--- src/rtl/sisc_ctrl_mc.sv ---
// SISC multi-cycle controller: sequences fetch/decode/execute/mem/writeback
// and drives PC, IR, register-file, ALU and memory-port control strobes.
module sisc_ctrl_mc #(
   parameter int OP_W         = 4,
   parameter int CC_W         = 4,
   parameter int ALU_OP_W     = 2,
   parameter int AM_IMM       = 8,
   parameter int MEM_WAIT_MAX = 15
) (
   input  logic                clk,
   input  logic                rst_f,
   input  logic [OP_W-1:0]     opcode,
   input  logic [CC_W-1:0]     mm,
   input  logic [CC_W-1:0]     stat,
   input  logic                mem_ack,
   output logic                rf_we,
   output logic                wb_sel,
   output logic                rb_sel,
   output logic [ALU_OP_W-1:0] alu_op,
   output logic                pc_sel,
   output logic                pc_write,
   output logic                pc_rst,
   output logic                ir_load,
   output logic                br_sel,
   output logic                mem_req,
   output logic                mem_we,
   output logic                mem_err,
   output logic                halted,
   output logic [2:0]          state
);

   typedef enum logic [2:0] {
      S_START0    = 3'd0,
      S_START1    = 3'd1,
      S_FETCH     = 3'd2,
      S_DECODE    = 3'd3,
      S_EXECUTE   = 3'd4,
      S_MEM       = 3'd5,
      S_WRITEBACK = 3'd6,
      S_HALT      = 3'd7
   } state_t;

   localparam logic [OP_W-1:0] OP_NOOP = OP_W'(0);
   localparam logic [OP_W-1:0] OP_LOD  = OP_W'(1);
   localparam logic [OP_W-1:0] OP_STR  = OP_W'(2);
   localparam logic [OP_W-1:0] OP_SWP  = OP_W'(3);
   localparam logic [OP_W-1:0] OP_BRA  = OP_W'(4);
   localparam logic [OP_W-1:0] OP_BRR  = OP_W'(5);
   localparam logic [OP_W-1:0] OP_BNE  = OP_W'(6);
   localparam logic [OP_W-1:0] OP_BNR  = OP_W'(7);
   localparam logic [OP_W-1:0] OP_ALU  = OP_W'(8);
   localparam logic [OP_W-1:0] OP_HLT  = OP_W'(15);

   localparam logic [CC_W-1:0] MM_IMM   = CC_W'(AM_IMM);
   localparam logic [7:0]      WAIT_MAX = 8'(MEM_WAIT_MAX);

   state_t     state_q, state_d;
   logic [7:0] cnt_q, cnt_d;

   logic       hit;
   logic       is_imm;
   logic       taken;
   logic       br_abs;
   logic       is_mem;
   logic       is_str;
   logic       is_lod;
   logic       rb_dst;
   logic       wb_en;
   logic [1:0] alu_sel;
   logic       in_wait;
   logic       timeout;

   assign hit    = (stat & mm) != '0;
   assign is_imm = (mm == MM_IMM);

   // Opcode classification shared by every state that uses it
   always_comb begin
      taken   = 1'b0;
      br_abs  = 1'b0;
      is_mem  = 1'b0;
      is_str  = 1'b0;
      is_lod  = 1'b0;
      rb_dst  = 1'b0;
      wb_en   = 1'b0;
      alu_sel = 2'b00;
      unique case (opcode)
         OP_LOD: begin
            is_mem  = 1'b1;
            is_lod  = 1'b1;
            wb_en   = 1'b1;
            alu_sel = {1'b1, is_imm};
         end
         OP_STR: begin
            is_mem  = 1'b1;
            is_str  = 1'b1;
            rb_dst  = 1'b1;
            alu_sel = {1'b1, is_imm};
         end
         OP_SWP: begin
            rb_dst  = 1'b1;
            wb_en   = 1'b1;
            alu_sel = {1'b1, is_imm};
         end
         OP_BRA: begin
            br_abs = 1'b1;
            taken  = hit;
         end
         OP_BRR: taken = hit;
         OP_BNE: begin
            br_abs = 1'b1;
            taken  = !hit;
         end
         OP_BNR: taken = !hit;
         OP_ALU: begin
            wb_en   = 1'b1;
            alu_sel = {1'b0, is_imm};
         end
         OP_NOOP, OP_HLT: ;
         default: ;
      endcase
   end

   // A memory op is still waiting when no ack has arrived yet
   assign in_wait = (state_q == S_MEM) && is_mem && !mem_ack;
   assign timeout = in_wait && (cnt_q == WAIT_MAX);

   // State register and handshake wait counter
   always_ff @(posedge clk or negedge rst_f) begin
      if (!rst_f) begin
         state_q <= S_START0;
         cnt_q   <= '0;
      end else begin
         state_q <= state_d;
         cnt_q   <= cnt_d;
      end
   end

   // Counter only runs while waiting and clears on ack, timeout or exit
   always_comb begin
      cnt_d = '0;
      if (in_wait && !timeout) begin
         cnt_d = cnt_q + 8'd1;
      end
   end

   // Next-state sequencing
   always_comb begin
      state_d = state_q;
      unique case (state_q)
         S_START0:    state_d = S_START1;
         S_START1:    state_d = S_FETCH;
         S_FETCH:     state_d = S_DECODE;
         S_DECODE: begin
            if (opcode == OP_HLT) state_d = S_HALT;
            else                  state_d = S_EXECUTE;
         end
         S_EXECUTE:   state_d = S_MEM;
         S_MEM: begin
            if (!is_mem || mem_ack) state_d = S_WRITEBACK;
            else if (timeout)       state_d = S_HALT;
            else                    state_d = S_MEM;
         end
         S_WRITEBACK: state_d = S_FETCH;
         S_HALT:      state_d = S_HALT;
         default:     state_d = S_START0;
      endcase
   end

   // Control strobes as a function of state and the current instruction
   always_comb begin
      rf_we    = 1'b0;
      wb_sel   = 1'b0;
      rb_sel   = 1'b0;
      alu_op   = '0;
      pc_sel   = 1'b0;
      pc_write = 1'b0;
      pc_rst   = 1'b0;
      ir_load  = 1'b0;
      br_sel   = 1'b0;
      mem_req  = 1'b0;
      mem_we   = 1'b0;
      mem_err  = 1'b0;
      halted   = 1'b0;
      unique case (state_q)
         S_START0, S_START1: pc_rst = 1'b1;
         S_FETCH: begin
            ir_load  = 1'b1;
            pc_write = 1'b1;
         end
         S_DECODE: begin
            br_sel = br_abs;
            if (taken) begin
               pc_sel   = 1'b1;
               pc_write = 1'b1;
            end
         end
         S_EXECUTE: begin
            alu_op = ALU_OP_W'(alu_sel);
            rb_sel = rb_dst;
         end
         S_MEM: begin
            alu_op = ALU_OP_W'(alu_sel);
            rb_sel = rb_dst;
            if (is_mem) begin
               mem_req = 1'b1;
               mem_we  = is_str;
               mem_err = timeout;
            end
         end
         S_WRITEBACK: begin
            alu_op = ALU_OP_W'(alu_sel);
            rb_sel = rb_dst;
            rf_we  = wb_en;
            wb_sel = is_lod;
         end
         S_HALT: halted = 1'b1;
         default: ;
      endcase
   end

   assign state = state_q;

endmodule

--- config.mk ---
export PLATFORM = sky130hd
export DESIGN_NAME = sisc_ctrl_mc
export DESIGN_NICKNAME = d
export VERILOG_FILES = /design/src/rtl/sisc_ctrl_mc.sv
export SDC_FILE = /design/constraint.sdc
export NUM_CORES = 1
export LEC_CHECK = 0
export CAP_MARGIN = 20
export CELL_PAD_IN_SITES_DETAIL_PLACEMENT = 1
export CELL_PAD_IN_SITES_GLOBAL_PLACEMENT = 2
export CORE_MARGIN = 8
export CORE_UTILIZATION = 39
export CTS_BUF_LIST = sky130_fd_sc_hd__clkbuf_8
export CTS_CLUSTER_DIAMETER = 150
export DETAILED_ROUTE_END_ITERATION = 8
export DONT_BUFFER_PORTS = 1
export PLACE_DENSITY = 0.84
export SYNTH_ARGS = -nofsm -noshare
export SYNTH_HDL_FRONTEND = slang
export SYNTH_SLANG_ARGS = --single-unit
--- constraint.sdc ---
create_clock -name clk -period 3 [get_ports clk]
set_clock_uncertainty 0.1 [all_clocks]
set_input_delay 0.45 -clock clk [delete_from_list [all_inputs] [get_ports clk]]
set_output_delay 0.45 -clock clk [all_outputs]
set_load 0.02 [all_outputs]
Word level (Yosys, flattened, before mapping) --
Index checks and enable logic that the tools add are counted.
Word-level totals: bits in registers 11, output and inout port bits 17, input port bits 15
Cells by class: reduce and logical (&&, ||, !) cells 21, equality and inequality tests 18, bitwise operators 1, multiplexer cells 30, add/sub/neg operators 1
Operator list (number):
- 1-bit two-way mux | 21
- 3-bit one-hot mux with 7 select lines | 1
- 4-bit by 3-bit equality test with 1-bit output, second input constant | 4
- 2-bit OR reduction | 7
- 3-bit equality test, second input constant | 4
- 4-bit equality test, second input constant | 3
- 3-bit OR reduction | 3
- 8-bit by 1-bit adder with 8-bit output, second input constant | 1
- 4-bit by 2-bit equality test with 1-bit output, second input constant | 2
- 8-bit by 4-bit equality test with 1-bit output, second input constant | 1
- 2-bit two-way mux | 4
- 8-bit two-way mux | 1
- 3-bit by 2-bit equality test with 1-bit output, second input constant | 2
- 4-bit AND | 1
- 4-bit by 1-bit equality test with 1-bit output, second input constant | 1
- 1-bit logical AND | 4
- 1-bit logical NOT | 4
- 1-bit one-hot mux with 2 select lines | 2
- 2-bit one-hot mux with 2 select lines | 1
- 4-bit nonzero test | 1
- 3-bit by 1-bit equality test with 1-bit output, second input constant | 1
- 3-bit logical NOT | 1
- 1-bit logical OR | 1

Depth between registers and ports, before layout --
depth in word-level cells 9, mapped depth 5, mapped depth without buffers 4

Least setup slack after synthesis --
No wires, ideal clock.
kind reg-to-output, start reg with a tool-made name, end out pc_write, slack 0.535 ns, stages on the path, launching flop included 5, required time 2.450 ns, arrival time 1.915 ns, cells stage by stage dfrtp_1 buf_2 nand3b_1 or3b_2 o32ai_1
RTL lines:
- to (decl) | line 21 | output logic pc_write,

Final worst setup path --
start reg state_q[0], in the netlist state[0], end out mem_err
Between the ends: cells in the longest elaborated chain, start to end 6
RTL lines:
- from (decl) | line 57 | state_t state_q, state_d;
- from (signal assigned) | line 133 | state_q <= state_d;
- 3-bit equality test (*) | line 124, 184
- 1-bit logical AND (2 in series) | line 124 | assign in_wait = (state_q == S_MEM) && is_mem && !mem_ack;
- 1-bit logical AND | line 125 | assign timeout = in_wait && (cnt_q == WAIT_MAX);
- 1-bit two-way mux | line 204 | if (is_mem) begin
- 1-bit two-way mux (*) | line 184 | unique case (state_q)
- to (decl) | line 27 | output logic mem_err,
Every way passes the cells marked *; elsewhere a longest branch is shown, timed or not.

==> flow_summary.ini <==
[yosys]
syn_area_um2 = 813
yosysMostFrequentCell = dfrtp_1
synth_largest_area_cell = dfrtp_1
synth_top_family_by_area = simple AND/OR/NAND/NOR gates
synth_warnings = 0
synthAdderAreaFrac_pct = 1.54
synthCells = 93
synth_area_leaders = dfrtp_1, nor3_2, a211oi_2
synth_cell_types = 39
synth_seq_cells = 11
async_flop_share_pct = 100
synthMuxAreaShare_pct = 1.23
syn_nets = 109
netlist.area_leader.share_pct = 33.8
synth_compound_area_share_pct = 15.5
ys_seq_area_share_pct = 33.8
synth_xor_area_share_pct = 5.38
synth_enable_flop_cells = 0
synthSimpleGateAreaFrac_pct = 36.5
ys_top_cells_by_count = dfrtp_1, nor2_1, nor3_1, nand2_1, nor3_2
synth_flop_cell = dfrtp_1
synth_area_per_cell_um2 = 8.74

[route]
drc_errors = 0
drtPass1Iterations = 4
first_iter_violations = 8
routed_wl_mm = 2.16
vias = 715
viasPerCell = 5.81
wire_per_inst_um = 17.6
ant_nets = 0

[power]
p_seq_share_pct = 37.7
p_sw_share_pct = 43.2
power_density_mw_per_mm2 = 687
p_leak_nw = 0.351
ir_drop_v = 0.000573
intPower_uw = 352
pwr-share-comb_pct = 38.2
clkPwrFrac_pct = 24.1
p_sw_uw = 268

[cts]
ctsLongestPathBuffers = 2
root_buffer = clkbuf_8
clk_pin_slew_ps = 50
tritoncts = yes
ctsResizeCount = 0
cts_sinks = 11
clk_latency_ps = 240
cts_inserted_buffers = 3
htree_levels = 1

[cells_and_area]
multi_input_area_um2 = 489
area.sequential_um2 = 275
insertedDiodeCount = 0
drive_gt1_share_pct = 19.8
nets = 113
area_delta_synth_final_pct = 10.9
n_fill_cell = 248

[worst_setup_path]
critPathLaunchType = flip-flop
crit_path_max_fanout = 13
cp_data_arrival_time_ps = 2130
critPathCaptureType = primary output
required_ps = 2450
cp_cell_sequence = nand3b_1 -> or4_4 -> nor2_1
path_buf_inv = 0
cp_top_family = simple AND/OR/NAND/NOR gates
critPathMaxStageDelay_ps = 670
crit_type = reg2out
worst_path_max_delay_cell = dfrtp_1

[timing]
fmaxAchievable_mhz = 374
hold_viol = 0
setup_viol = 0
worst_pin_slew_ps = 817
whs_ps = 330
min_period_ps = 2680
maxSlewViolCount = 0
relSlewSlack_pct = 45.4
setup_tns_ps = 0
period_share_pct = 89.2
rsz0062_at_grt = false

[floorplanning]
dieArea_mm2 = 0.00380
fp.dieH_um = 61.7
core_area_mm2 = 0.00196
io_pins = 32
start_util_pct = 41.5
rows = 16
dieWidth_um = 61.7

[placement]
hpwl_mm = 1.73
gp_congestion = 0.797
portBuffers = 0

[global_routing]
grt_max_degree = 14
grt_pass1_vias = 775
grt_pass1_wl_mm = 3.70
grt_use_total_pct = 13.3
grt_overflow = 0
antenna_found_initial = 0

[job]
maxCapViolCount = 0

[hold_path]
hp-class = in2reg

[outcome]
status = completed
==> area by class of cell <==
cell class / instances / share of cell area, %
Clock buffer: 3 / 4.58
Clock inverter: 1 / 0.416
Inverter: 3 / 1.25
Multi-Input combinational cell: 72 / 54.2
Sequential cell: 11 / 30.5
Tap cell: 27 / 3.74
Timing Repair Buffer: 6 / 5.27
==> power groups by stage <==
stage                     clock network [mW]  registers (mW)  logic, mW
final                                  0.150           0.234      0.237
after global routing                   0.162           0.241      0.261
after CTS                              0.155           0.234      0.242
after detailed placement                   0           0.236      0.237
after global placement                     0           0.237      0.236
after floorplan                            0           0.211      0.200
==> metal layers <==
layer	wire [um]	share of wire (%)	GRT usage [%]
met2	1050	49	20.7
met5	0	0	0
met3	159	7.4	5.01
met1	888	41	14.8
met4	62	2.9	8.77
==> worst reg2reg max path: cells and delay by family (launching register included) <==
family / cells / cell delay [ps]
simple gates: 2 / 860
flops: 1 / 670
compound gates: 1 / 190
==> sequential cells by signal (all words and copies together), names as in the netlist, named ones only <==
register	count
cnt_q	8
state	2
==> what timing repair did <==
item | 4_1_cts | 5_1_grt
hold buffers | 1 | 0
buffers inserted | 0 | 0
endpoints found under the hold margin | 11 | 0
==> worst paths after layout <==
kind                               start       end  slack [ps]  cells after the start
worst max-delay path            state[0]   mem_err         320                      3
worst min-delay path             mem_ack  state[1]         330                      2
worst max register to register  state[0]  cnt_q[7]        1090                      3
worst min register to register  cnt_q[0]  cnt_q[0]         410                      1
max in group asynchronous          rst_f  cnt_q[1]        1950                      1
min in group asynchronous          rst_f  cnt_q[7]         510                      1
==> cell usage in the layout, fill, tap and decap left out, types with 2 or more instances in the layout <==
| cell | count |
|---|---|
| nor4_1 | 3 |
| o21ai_0 | 3 |
| nand2b_1 | 2 |
| dfrtp_1 | 11 |
| nor3_2 | 4 |
| buf_4 | 5 |
| nor2b_1 | 2 |
| nand2_1 | 5 |
| nand3b_1 | 2 |
| a22oi_1 | 2 |
| xnor2_1 | 3 |
| clkbuf_8 | 3 |
| nand3_1 | 3 |
| nand4_1 | 2 |
| nor3_1 | 6 |
| or3_1 | 3 |
| xor2_1 | 2 |
| inv_1 | 4 |
| nor2_1 | 9 |
| a211oi_2 | 3 |
==> stage by stage <==
| step | worst slack (ps) | cell area (um2) | util (%) | power, mW | cells |
|---|---|---|---|---|---|
| after floorplan | 535 | 813 | - | 0.411 | 93 |
| after CTS | 299 | 902 | 46.0 | 0.631 | 123 |
| after global routing | 193 | 902 | 46.0 | 0.663 | 123 |
| final | 324 | 902 | 46.0 | 0.620 | 123 |
| after global placement | 592 | 847 | 43.2 | 0.473 | 118 |
| after detailed placement | 568 | 847 | 43.2 | 0.473 | 118 |
==> cell families (layout without fill, tap and decap cells) <==
family / count (synthesis) / count (layout)
compound gates: 16 / 16
xor+xnor: 5 / 5
fa+ha+maj: 1 / 1
buf+inv: 10 / 13
flops: 11 / 11
mux: 1 / 1
simple gates: 49 / 49
Note: power is estimated with default switching activity, not from simulation.
